[config.mk]
export PLATFORM = sky130hd
export DESIGN_NAME = bp_be_fe_queue_rollback_fifo
export DESIGN_NICKNAME = d
export VERILOG_FILES = /design/src/rtl/bp_be_fe_queue_rollback_fifo_pkg.sv /design/src/rtl/bp_be_fe_queue_rollback_fifo_mem.sv /design/src/rtl/bp_be_fe_queue_rollback_fifo.sv
export SDC_FILE = /design/constraint.sdc
export NUM_CORES = 1
export LEC_CHECK = 0
export ABC_CLOCK_PERIOD_IN_PS = 13300
export CORE_MARGIN = 5
export CORE_UTILIZATION = 45
export DETAILED_ROUTE_END_ITERATION = 6
export GPL_ROUTABILITY_DRIVEN = 0
export PLACE_DENSITY = 0.72
export SKIP_LAST_GASP = 1
export SLEW_MARGIN = 25
export SYNTH_ARGS = -nofsm -noshare
export SYNTH_HDL_FRONTEND = slang
export SYNTH_HIERARCHICAL = 1
export SYNTH_SLANG_ARGS = --single-unit
[constraint.sdc]
create_clock -name clk_i -period 13.3 [get_ports clk_i]
set_clock_uncertainty 0.05 [all_clocks]
set_input_delay 2.66 -clock clk_i [delete_from_list [all_inputs] [get_ports clk_i]]
set_output_delay 2.66 -clock clk_i [all_outputs]
set_load 0.05 [all_outputs]
[src/rtl/bp_be_fe_queue_rollback_fifo_pkg.sv]
// Shared configuration for the front-end -> back-end fetch queue.
// Holds the processor-level widths and the helper that sizes one queue message.
package bp_be_fe_queue_rollback_fifo_pkg;

  localparam int vaddr_width_gp               = 39;
  localparam int branch_metadata_fwd_width_gp = 24;
  localparam int instr_width_gp               = 32;
  localparam int fe_queue_els_gp              = 8;

  // One message: type bit, pc, instruction/exception payload, branch metadata.
  function automatic int fe_queue_width(input int vaddr_width, input int bmeta_width);
    return 1 + vaddr_width + instr_width_gp + bmeta_width;
  endfunction

endpackage

[src/rtl/bp_be_fe_queue_rollback_fifo_mem.sv]
// Entry storage: one synchronous write port and one asynchronous read port.
module bp_be_fe_queue_rollback_fifo_mem #(
  parameter int width_p = 8,
  parameter int els_p   = 8
) (
  input  logic                     clk_i,
  input  logic                     w_v_i,
  input  logic [$clog2(els_p)-1:0] w_addr_i,
  input  logic [width_p-1:0]       w_data_i,
  input  logic [$clog2(els_p)-1:0] r_addr_i,
  output logic [width_p-1:0]       r_data_o
);

  logic [width_p-1:0] mem_q [els_p];

  // Write the accepted entry into its slot.
  // NOTE: storage has no reset; slot validity is tracked entirely by the pointers.
  always_ff @(posedge clk_i) begin
    if (w_v_i) mem_q[w_addr_i] <= w_data_i;
  end

  assign r_data_o = mem_q[r_addr_i];

endmodule

[src/rtl/bp_be_fe_queue_rollback_fifo.sv]
// Fetch queue with speculative issue: entries stay resident from enqueue until
// commit (deq), so a replay can rewind the read pointer (roll) and re-issue.
// A flush (clr) drops everything not yet issued.
module bp_be_fe_queue_rollback_fifo
  import bp_be_fe_queue_rollback_fifo_pkg::*;
#(
  parameter  int vaddr_width_p               = vaddr_width_gp,
  parameter  int branch_metadata_fwd_width_p = branch_metadata_fwd_width_gp,
  parameter  int els_p                       = fe_queue_els_gp,
  localparam int width_lp     = fe_queue_width(vaddr_width_p, branch_metadata_fwd_width_p),
  localparam int ptr_width_lp = $clog2(els_p)
) (
  input  logic                clk_i,
  input  logic                reset_i,
  input  logic [width_lp-1:0] fe_queue_i,
  input  logic                fe_queue_v_i,
  output logic                fe_queue_ready_o,
  output logic [width_lp-1:0] fe_queue_o,
  output logic                fe_queue_v_o,
  input  logic                fe_queue_yumi_i,
  input  logic                fe_queue_clr_i,
  input  logic                fe_queue_roll_i,
  input  logic                fe_queue_deq_i,
  output logic                empty_o
);

  // Pointers carry an extra wrap bit so full and empty are distinguishable.
  typedef logic [ptr_width_lp:0] ptr_t;

  ptr_t wptr_q, wptr_d;
  ptr_t rptr_q, rptr_d;
  ptr_t cptr_q, cptr_d;

  logic full;
  logic enq;

  // Full when write is exactly one lap ahead of commit.
  assign full = (wptr_q[ptr_width_lp] != cptr_q[ptr_width_lp])
             && (wptr_q[ptr_width_lp-1:0] == cptr_q[ptr_width_lp-1:0]);

  assign fe_queue_ready_o = ~full;
  assign fe_queue_v_o     = (rptr_q != wptr_q);
  assign empty_o          = (cptr_q == wptr_q);
  assign enq              = fe_queue_v_i & ~full;

  // Next pointers: commit first, then read (may rewind to the new commit),
  // then write (a flush collapses it onto the new read pointer).
  // NOTE: every _d is assigned on every path of this block, so no latch is inferred.
  always_comb begin
    cptr_d = cptr_q + ptr_t'(fe_queue_deq_i);
    rptr_d = fe_queue_roll_i ? cptr_d : rptr_q + ptr_t'(fe_queue_yumi_i);
    wptr_d = fe_queue_clr_i  ? rptr_d : wptr_q + ptr_t'(enq);
  end

  // Pointer registers; reset empties the queue whatever else is asserted.
  // NOTE: non-blocking updates make all three pointers advance from pre-edge values.
  always_ff @(posedge clk_i) begin
    if (reset_i) begin
      wptr_q <= '0;
      rptr_q <= '0;
      cptr_q <= '0;
    end else begin
      wptr_q <= wptr_d;
      rptr_q <= rptr_d;
      cptr_q <= cptr_d;
    end
  end

  bp_be_fe_queue_rollback_fifo_mem #(
    .width_p (width_lp),
    .els_p   (els_p)
  ) u_mem (
    .clk_i    (clk_i),
    .w_v_i    (enq & ~fe_queue_clr_i),
    .w_addr_i (wptr_q[ptr_width_lp-1:0]),
    .w_data_i (fe_queue_i),
    .r_addr_i (rptr_q[ptr_width_lp-1:0]),
    .r_data_o (fe_queue_o)
  );

  // Retiring an entry that was never issued is a protocol error.
  deq_only_issued_a: assert property (@(posedge clk_i) disable iff (reset_i)
    !(fe_queue_deq_i && (cptr_q == rptr_q)));

  // Consuming with nothing presented is a protocol error.
  yumi_only_valid_a: assert property (@(posedge clk_i) disable iff (reset_i)
    !(fe_queue_yumi_i && !fe_queue_v_o));

endmodule
==> results list, run 1 <==
- The final route contains ~13000 vias.
* Pin count of the biggest net entering global routing: 113
* Top-Level Pins: 202
- From synthesis to final layout, the design area changed by 18.9%.
* Worst slew margin relative to its limit: 29.7%
* Max-slew violation count: 0
* Top_reg_cell synth: edfxtp_1
- For the pin with the worst max-slew slack, the measured transition is 1.05 ns.
* Unique cell type count in the Yosys netlist: 23
- Power comes to 5.57 mW.
- In the routed design, unresolved DRC markers number 0.
- The first global-routing pass estimated 87800 microns of wire.
- Post-route cell area: roughly 35000 sq um
- The min-delay analysis places its worst path in the category reg -> reg.
* Core footprint: 64700 sq um
- Final Net Count: 1546
- From bottom edge to top edge, the die measures 266 microns.
- Counting cells, the worst reg-to-reg path comes to 8.
- Clock Tree Buf Depth: 3
- The number of hold buffers added after CTS was 0.
- The post-route netlist has 29.0% of its cells at a drive strength greater than 1.
- The number of global-route vias before repair came to 14000.
- Starting density of the core: 45.6%
* First DRT Iteration DRCs: 856
- The worst register-to-register path has a setup slack of 9.81 ns.
- Synthesis produced a netlist with a net count of 1297.
* Number of nets still failing antenna checks after routing: 0
- Data required time at the worst endpoint: 10.59 ns
- The synthesized design contains 768 enable-type register cells.
- Cell type contributing the most total cell area after synthesis: edfxtp_1
- Sequential cells were found to cover 79.0% of the synthesized design area.
* Fraction of registers with async set/reset: 0%
- The path with the worst hold slack has its endpoint at cptr_q[2].
- Warning count from the yosys run: 6
- Crit path launch type: register
* Portion of synthesized cell area occupied by the leading cell type: 78.1%
- End-of-flow core utilization: 54.3%
- The later pin in the worst-skew pair is clocked with a latency of 0.60 ns.
- Min-Delay Path Depth: 2
- Yosys attributes the largest share of cell area to edfxtp_1 78%, mux4_2 15%, mux2_2 3.7%, dfxtp_1 0.81%, buf_6 0.76%.
* TritonCTS clock tree: yes
- Number of placement rows: between 90 and 100
* Via-per-instance ratio: between 5 and 6
- # Max-Cap Violations: 0
- Setup violations remaining at the end of the flow were counted as 0.
- CTS placed an instance of clkbuf_16 at the clock tree root.
- Count of input and output buffers: 201
* Sum of negative setup slack: 0 ns
* Number of antenna violations at the first check in global routing: 7
- Mean instance size in the synthesized netlist: about 25 sq um
- For this design the static power due to leakage is 10.8 nW.
- CP max FO: 78
* Endpoint type of the worst setup path: output port
* Number of gates given a new drive strength after cts: 0
- After clock tree synthesis, the setup repair step added 0 buffers.
* RSZ-0062 raised after global routing: no
* Max frequency: roughly 150 MHz
- Crit path from: rptr_q[0]
- Start point of the worst min-delay path: cptr_q[2]
- The H-tree generated during clock tree synthesis spans 3 levels.
* Register clock-pin slew on the reported worst setup and hold paths: 0.06 ns
- Capture point of the worst reg-to-reg path: u_mem/mem_q[4][76]
- TritonCTS created 78 clock buffers.
* Post-synthesis cell area: ~30000 sq um
- At the worst endpoint, the arrival time is 4.05 ns.
- TritonCTS Sinks: 780
- The first detailed-routing pass took 5 iterations.
- Post-route clock period utilization: 50.8%
- Pwr Density: 159 nW/um^2
* GRT overflow: 0
- Final WL: 58200 microns
- Half-perimeter wire length of the detailed placement result: around 30000 microns
- Post-layout min period: 6.76 ns
- Cell count after synthesis: 1188
- In this run the critical register-to-register path is launched from wptr_q[0].
- Die X-Extent: 266 microns
- DIE AREA: 70800 sq um
- Setup Crit Path Kind: reg -> out
- Average wire length per cell after detail routing: 24.7 microns
- Status: completed
* Seq cells post-synth: 780
- The hold violation total from the final report was 0.
- After detailed placement, the total cell area comes to 32500 sq um.
- The worst-case IR drop observed on VDD is about 0.14 mV.
* Total global routing track utilization: 16.4%
-- cell type report --
cell class / instances / area (sq um)
Fill cell: 4851 / 29600
Sequential cell: 780 / 23300
Multi-Input combinational cell: 351 / 5900
Timing Repair Buffer: 226 / 2280
Clock buffer: 101 / 2130
Tap cell: 855 / 1070
Clock inverter: 38 / 398
Antenna cell: 2 / 5.00
-- per-layer routing --
| metal | wire length, microns | track usage (%) |
|---|---|---|
| met5 | 60 | 0 |
| met4 | 1150 | 4.33 |
| met3 | 3390 | 4.06 |
| met2 | 29900 | 28.2 |
| met1 | 23600 | 21.3 |
-- cell usage after synthesis, drive strengths merged (3+ instances only) --
master,count
xnor2,11
buf,34
nand3,4
mux2i,3
clkbuf,23
edfxtp,768
xor2,3
nor2,16
nor2b,4
mux2,96
dfxtp,12
ha,6
nand2,3
mux4,192
a211oi,4
nand2b,3
-- registers in the layout, summed over array words and instances (netlist names) --
name and cells:
u_mem/mem_q 768, cptr_q 4, rptr_q 4, wptr_q 4
-- cells in the final DEF, fill, tap and decap left out, types with 8 or more instances in the layout --
master	n
edfxtp_1	768
xnor2_1	11
clkinv_2	9
clkbuf_1	17
buf_4	20
clkdlybuf4s50_1	201
clkbuf_16	81
clkinv_1	14
mux2_2	96
mux4_2	192
dfxtp_1	9
bufinv_16	8
nor2_1	10
-- worst max-delay path: stages (launching register included) --
cell             delay, ns
dfxtp_4               0.55
buf_16                0.30
buf_12                0.31
buf_16                0.45
mux4_2                0.58
mux2_2                0.31
clkdlybuf4s50_1       0.71
-- worst max path at each step --
stage / cells after the start / slack [ns] / endpoint
final: 6 / 6.54 / fe_queue_o[54]
after global routing: 6 / 6.26 / fe_queue_o[2]
after CTS: 4 / 6.27 / fe_queue_o[2]
after detailed placement: 4 / 6.97 / fe_queue_o[53]
after global placement: 4 / 6.98 / fe_queue_o[53]
after floorplan: 4 / 3.00 / u_mem/mem_q[4][0]
-- cell families (layout without fill, tap and decap cells) --
group           Yosys count  count (layout)  share of synthesized area [%]
flops                   780             780                           79.0
mux                     291             291                           18.4
compound gates            5               5                          0.119
other cells               0               2                              0
fa+ha+maj                 6               6                          0.254
xor+xnor                 14              14                          0.415
simple gates             35              35                          0.589
buf+inv                  57             365                           1.25
-- power by group --
part,internal [mW],switching [mW],leakage [nW]
logic,0.272,0.373,2.54
registers,2.75,0.0244,7.04
clock network,1.29,0.871,1.24
-- stage by stage --
stage	std cells	setup WS [ns]	hold slack (ns)
after detailed placement	2208	6.97	0.538
after global placement	2208	6.98	0.527
final	2353	6.54	0.549
after floorplan	1188	3.00	0.494
after global routing	2351	6.26	0.600
after CTS	2347	6.27	0.553
No activity file was read; power rests on OpenSTA's default activity.
==> inputs of run 2 (changes only) <==
--- a/config.mk
+++ b/config.mk
@@ -5,7 +5,7 @@
 export SDC_FILE = /design/constraint.sdc
 export NUM_CORES = 1
 export LEC_CHECK = 0
-export ABC_CLOCK_PERIOD_IN_PS = 13300
+export ABC_CLOCK_PERIOD_IN_PS = 6400
 export CORE_MARGIN = 5
 export CORE_UTILIZATION = 45
 export DETAILED_ROUTE_END_ITERATION = 6
==> constraint.sdc (replaced) <==
create_clock -name clk_i -period 6.4 [get_ports clk_i]
set_clock_uncertainty 0.05 [all_clocks]
set_input_delay 1.28 -clock clk_i [delete_from_list [all_inputs] [get_ports clk_i]]
set_output_delay 1.28 -clock clk_i [all_outputs]
set_load 0.05 [all_outputs]
==> results list, run 2 (synthesis gave the netlist of run 1 again) <==
- The run finished with clean final reports.
- Fraction of layout cells with a size suffix above 1: 28.7%
* Final hold violation count: 0
* Pwr Density: 328 nW/um^2
- Cts hold-fix bufs: 0
- Clock Tree Root: clkbuf_16
* Top-Level Pins: approximately 200
- Hold is met by 0.581 ns.
- The worst setup path is launched from a register.
* Core footprint: 64700 sq um
- Vias: 12900
- Class of the worst hold path: reg -> reg
* Area delta synth->final: 19.1%
- Number of post-CTS setup repair buffers: 0
- Number of buffers inserted during clock tree synthesis: 81
* Starting density of the core: 45.6%
* First DRT Iteration DRCs: 968
- The pre-antenna-repair detailed-routing pass consisted of 5 iterations.
* TritonCTS clock tree: yes
- Register-to-register setup slack: about 3.2 ns
- Register ranked first by flip-flop count: u_mem/mem_q
- Final WL: 59400 microns
- In the routed design, unresolved DRC markers number 0.
- Number of global-route vias before repair: 14100
- Worst slew margin relative to its limit: 39.3%
- Half-perimeter wire length of the detailed placement result: 31700 microns
* Sequential cell area: 23300 sq um
- Register clock-pin slew on the reported worst setup and hold paths: about 0.06 ns
- Highest ir drop seen on vdd: 0.214 mV
- Once the clock tree was built, the resizer swapped 0 gates to a different size.
- The clock tree synthesis step divided the H-tree into 3 levels.
* Final setup violation count: 0
- 0 antenna diodes ended up in the layout.
- STA puts the critical path data required time at roughly 5 ns.
* Count of input and output buffers: 201
* Final worst slack: ~1.5 ns
- Overall die height: ~270 microns
- Total of fill cells in the finished design: between 4000 and 5000
- Total global routing track utilization: 16.8%
* Clock Tree Buf Depth: 3
- Actual transition at the worst max-transition pin: 0.910 ns
* Most used cells in the layout excluding fill and tap cells: 768 x edfxtp_1, 201 x clkdlybuf4s50_1, 192 x mux4_2
- In the finished design, the share of the clock period the worst path needs comes to 77.2%.
- Endpoint type of the worst setup path: output port
* Number of placement rows: between 90 and 100
- The tool flagged a number of max-cap violations equal to 0.
- Post-layout instance count excluding filler cells: 2355
* TritonCTS Sinks: 780
* Total cell area at the placement stage: 32700 sq um
* Number of nets still failing antenna checks after routing: 0
- The number of antenna violations at the first check in global routing was 4.
- RSZ-0062 raised after global routing: no
- The register with the most flip-flops in the layout has 768 of them.
- After detailed routing, the average wire length per cell comes to roughly 25 microns.
- Post-Place Setup Slack: 1.98 ns
- After global routing the overflow that remains totals 0.
- Via-per-instance ratio: about 5.5
* Post-route cell area: 35200 sq um
- Most frequent standard cell in the layout excluding fill and tap cells: edfxtp_1
- After routing, the total negative slack on setup checks comes to 0 ns.
- DIE AREA: 70800 sq um
* Die X-Extent: around 270 microns
- Setup Crit Path Kind: reg -> out
- For the worst setup path, the data arrival time is 3.61 ns.
- Summing all multi-input logic gate instances after layout gives 5910 sq um.
- The number of slew-limit violations in the final report is 0.
- Global-route wire length before repair: ~90000 microns
- The net count of the finished layout is 1546.
- Based on the critical path, the design can be clocked at up to a little over 200 MHz.
- Summed over all cells, the static leakage comes to 10.8 nW.
- For the finished layout, the period the worst path requires is 4.94 ns.
- Including well taps, the total number of placed cells is 2209.
* Pin count of the biggest net entering global routing: a little over 100
* CP max FO: 52
- Clk Latency, worst-skew pair: 0.60 ns
run 2: layout make-up:
| cell class | count | area share [%] |
|---|---|---|
| clock inverters | 41 | 0.964 |
| well taps | 855 | 3.04 |
| flip-flops and latches | 780 | 66.3 |
| repair buffers | 223 | 6.75 |
| multi-input cells | 351 | 16.8 |
| clock buffers | 105 | 6.14 |
run 2: final timing paths:
path                   from                 end  depth (start not counted)
setup / recovery  rptr_q[0]      fe_queue_o[50]                          4
hold / removal    cptr_q[2]           cptr_q[2]                          2
setup reg to reg  wptr_q[1]  u_mem/mem_q[6][43]                          7
hold reg to reg   cptr_q[2]           cptr_q[2]                          2
run 2: where the power goes:
group / switching [mW] / internal (mW) / total, mW
logic: 0.781 / 0.571 / 1.35
clock network: 1.84 / 2.58 / 4.42
registers: 0.0504 / 5.71 / 5.76
run 2: metal layers:
metal / wire, microns / GRT usage [%]
met2: 30900 / 28.8
met3: 3290 / 4.13
met5: 58 / 0
met4: 1250 / 4.06
met1: 24000 / 22.1
run 2: critical path: stages (launching register included):
cell and delay, ns:
dfxtp_4 0.90, buf_12 0.42, mux4_2 0.56, mux2_2 0.31, clkdlybuf4s50_1 0.72
run 2: per-stage QoR:
step / total power [mW] / utilization [%]
final: 11.5 / 54.4
after floorplan: 6.78 / -
after detailed placement: 7.25 / 50.5
after global placement: 7.22 / 50.4
after CTS: 11.7 / 54.4
after global routing: 12.0 / 54.4
==> inputs of run 3 (changes only) <==
--- a/config.mk
+++ b/config.mk
@@ -5,12 +5,12 @@
 export SDC_FILE = /design/constraint.sdc
 export NUM_CORES = 1
 export LEC_CHECK = 0
-export ABC_CLOCK_PERIOD_IN_PS = 6400
+export ABC_CLOCK_PERIOD_IN_PS = 4000
 export CORE_MARGIN = 5
 export CORE_UTILIZATION = 45
 export DETAILED_ROUTE_END_ITERATION = 6
 export GPL_ROUTABILITY_DRIVEN = 0
-export PLACE_DENSITY = 0.72
+export PLACE_DENSITY = 0.74
 export SKIP_LAST_GASP = 1
 export SLEW_MARGIN = 25
 export SYNTH_ARGS = -nofsm -noshare
==> constraint.sdc (replaced) <==
create_clock -name clk_i -period 4 [get_ports clk_i]
set_clock_uncertainty 0.05 [all_clocks]
set_input_delay 0.8 -clock clk_i [delete_from_list [all_inputs] [get_ports clk_i]]
set_output_delay 0.8 -clock clk_i [all_outputs]
set_load 0.05 [all_outputs]
==> results list, run 3 (synthesis gave the netlist of run 1 again) <==
- Status: completed
* Max frequency: roughly 260 MHz
* Combinational share of power: 11.6%
- In this run, the number of DRC markers left after iteration 0 of detailed routing was a little under 900.
- IR analysis of the VDD net gives a maximum drop of roughly 0.41 mV.
- Most frequent standard cell in the layout excluding fill and tap cells: edfxtp_1
- RSZ-0062 raised after global routing: no
* Cell-by-cell trace of the critical path: buf_12 > mux4_2 > mux2_2 > clkdlybuf4s50_1
- Sequential share of power: around 49%
- Sum of negative setup slack: 0 ns
- From bottom edge to top edge, the die measures ~270 microns.
- Starting density of the core: 45.6%
* Global-route wire length before repair: around 89000 microns
- u_mem/mem_q holds more flip-flops than any other register.
* Actual transition at the worst max-transition pin: between 0.6 and 0.7 ns
- Total of fill cells in the finished design: 4778
* TritonCTS Sinks: 780
* Number of buffers inserted during clock tree synthesis: 80
- Measured against its own limit, the worst slew margin works out to 58.1%.
- Crit path launch type: register
- Post-layout min period: 3.84 ns
- Across all layers, the routed design uses 13000 vias.
- After detailed routing, the average wire length per cell comes to 24.3 microns.
- Crit path buffers/inverters: 2
- Setup violations remaining at the end of the flow were counted as 0.
* Endpoint type of the worst setup path: output port
- GRT overflow: 0
* Largest delay contributor family on the critical path: buffers and inverters
* Final WL: 57800 microns
- The number of slew-limit violations in the final report was 0.
* CP max FO: 18
- The hold violation total from the final report is 0.
* DIE AREA: around 71000 sq um
- Post-route clock period utilization: between 90% and 100%
* Switching Power: around 4.3 mW
* Cts hold-fix bufs: 0
* Fraction of layout cells with a size suffix above 1: 32.7%
* Count of input and output buffers: 201
- For the worst setup path, the data required time is 3.15 ns.
- The first detailed-routing pass ran for 4 iterations.
* Number of antenna violations at the first check in global routing: 7
* Number of nets still failing antenna checks after routing: 0
- Final worst slack: roughly 0.16 ns
* Post-Place Setup Slack: 0.543 ns
- Most used cells in the layout excluding fill and tap cells: 768 x edfxtp_1, 192 x mux4_2, 158 x clkdlybuf4s50_1
* Cell with the largest stage delay on the worst path: clkdlybuf4s50_1
- The register with the most flip-flops in the layout has 768 of them.
- Slowest cell delay on critical path: about 0.77 ns
- Final routed DRC violation total: 0
* Die X-Extent: 266 microns
* Setup Crit Path Kind: reg -> out
* Total global routing track utilization: 16.5%
* Pin count of the biggest net entering global routing: between 60 and 70
* Number of placement rows: between 90 and 100
- # Max-Cap Violations: 0
* Fraction of power spent switching nets: 22.8%
- Class of the worst hold path: reg -> reg
* Area delta synth->final: 20.2%
- Final Net Count: 1565
- The repair_antennas step left the layout with diodes totalling 0.
- H-tree depth: 3
* Core footprint: 64700 sq um
* Worst Path Arrival: 2.99 ns
* Clk Latency, worst-skew pair: 0.60 ns
- Clock-pin slew was measured on the worst setup and hold paths at 0.06 ns.
- TritonCTS built the clock tree.
- Number of global-route vias before repair: 14300
- Pwr Density: 528 nW/um^2
- Half-perimeter wire length of the detailed placement result: 31300 microns
* Clock Tree Buf Depth: 3
- In this run the static leakage power is 11.1 nW.
* Via-per-instance ratio: 5.48
- Clock Tree Root: clkbuf_16
* Cell Int Power: 14.5 mW
* Clock share of power: 39.2%
- Top-Level Pins: a little over 200
==> run 3: path summary, 6_finish.rpt <==
| path | start | to | slack, ns | depth (start not counted) |
|---|---|---|---|---|
| setup / recovery | rptr_q[0] | fe_queue_o[27] | 0.16 | 4 |
| hold / removal | cptr_q[2] | cptr_q[2] | 0.58 | 2 |
| setup reg to reg | wptr_q[3] | u_mem/mem_q[4][63] | 1.59 | 7 |
| hold reg to reg | cptr_q[2] | cptr_q[2] | 0.58 | 2 |
==> run 3: cell type report <==
class                      count  area (sq um)  area share (%)
sequential                   780         23300            65.7
timing repair buffer         243          2570            7.23
clock buffer                 103          2190            6.19
multi-input combinational    351          5910            16.7
tap                          855          1070            3.02
clock inverter                44           419            1.18
==> run 3: layer usage <==
metal	global-route usage [%]	part of all wire, %	vias to the layer above
met1	21.4	40	6947
met4	4.17	1.9	12
met5	0	0.16	-
met3	4.24	6.2	93
met2	28.3	52	339
li1	-	-	5631
==> run 3: power groups by stage <==
| stage | clock network, mW | logic (mW) | registers [mW] |
|---|---|---|---|
| floorplan | 0 | 1.50 | 9.35 |
| global placement | 0 | 2.18 | 9.38 |
| detailed placement | 0 | 2.20 | 9.39 |
| global route | 7.90 | 2.30 | 9.22 |
| finish | 7.34 | 2.18 | 9.21 |
| CTS | 7.55 | 2.22 | 9.21 |
==> run 3: worst min-delay path, stage by stage (launching register included) <==
cell and delay [ns]:
dfxtp_1 0.34, xnor2_1 0.15, nor2_1 0.09
==> run 3: per-stage QoR <==
stage,util (%),std cells,area (sq um),power (mW),hold WS (ns)
after floorplan,-,1188,29600,10.8,0.494
after global placement,50.7,2228,32800,11.6,0.524
after detailed placement,50.7,2228,32800,11.6,0.560
after CTS,54.8,2376,35500,19.0,0.583
after global routing,54.8,2376,35500,19.4,0.618
final,54.8,2376,35500,18.7,0.575
==> run 3: repair_timing <==
action / 4_1_cts / 5_1_grt
setup buffers: 1 / 0
gates resized for setup: 1 / 5
setup endpoints to repair: 45 / 5
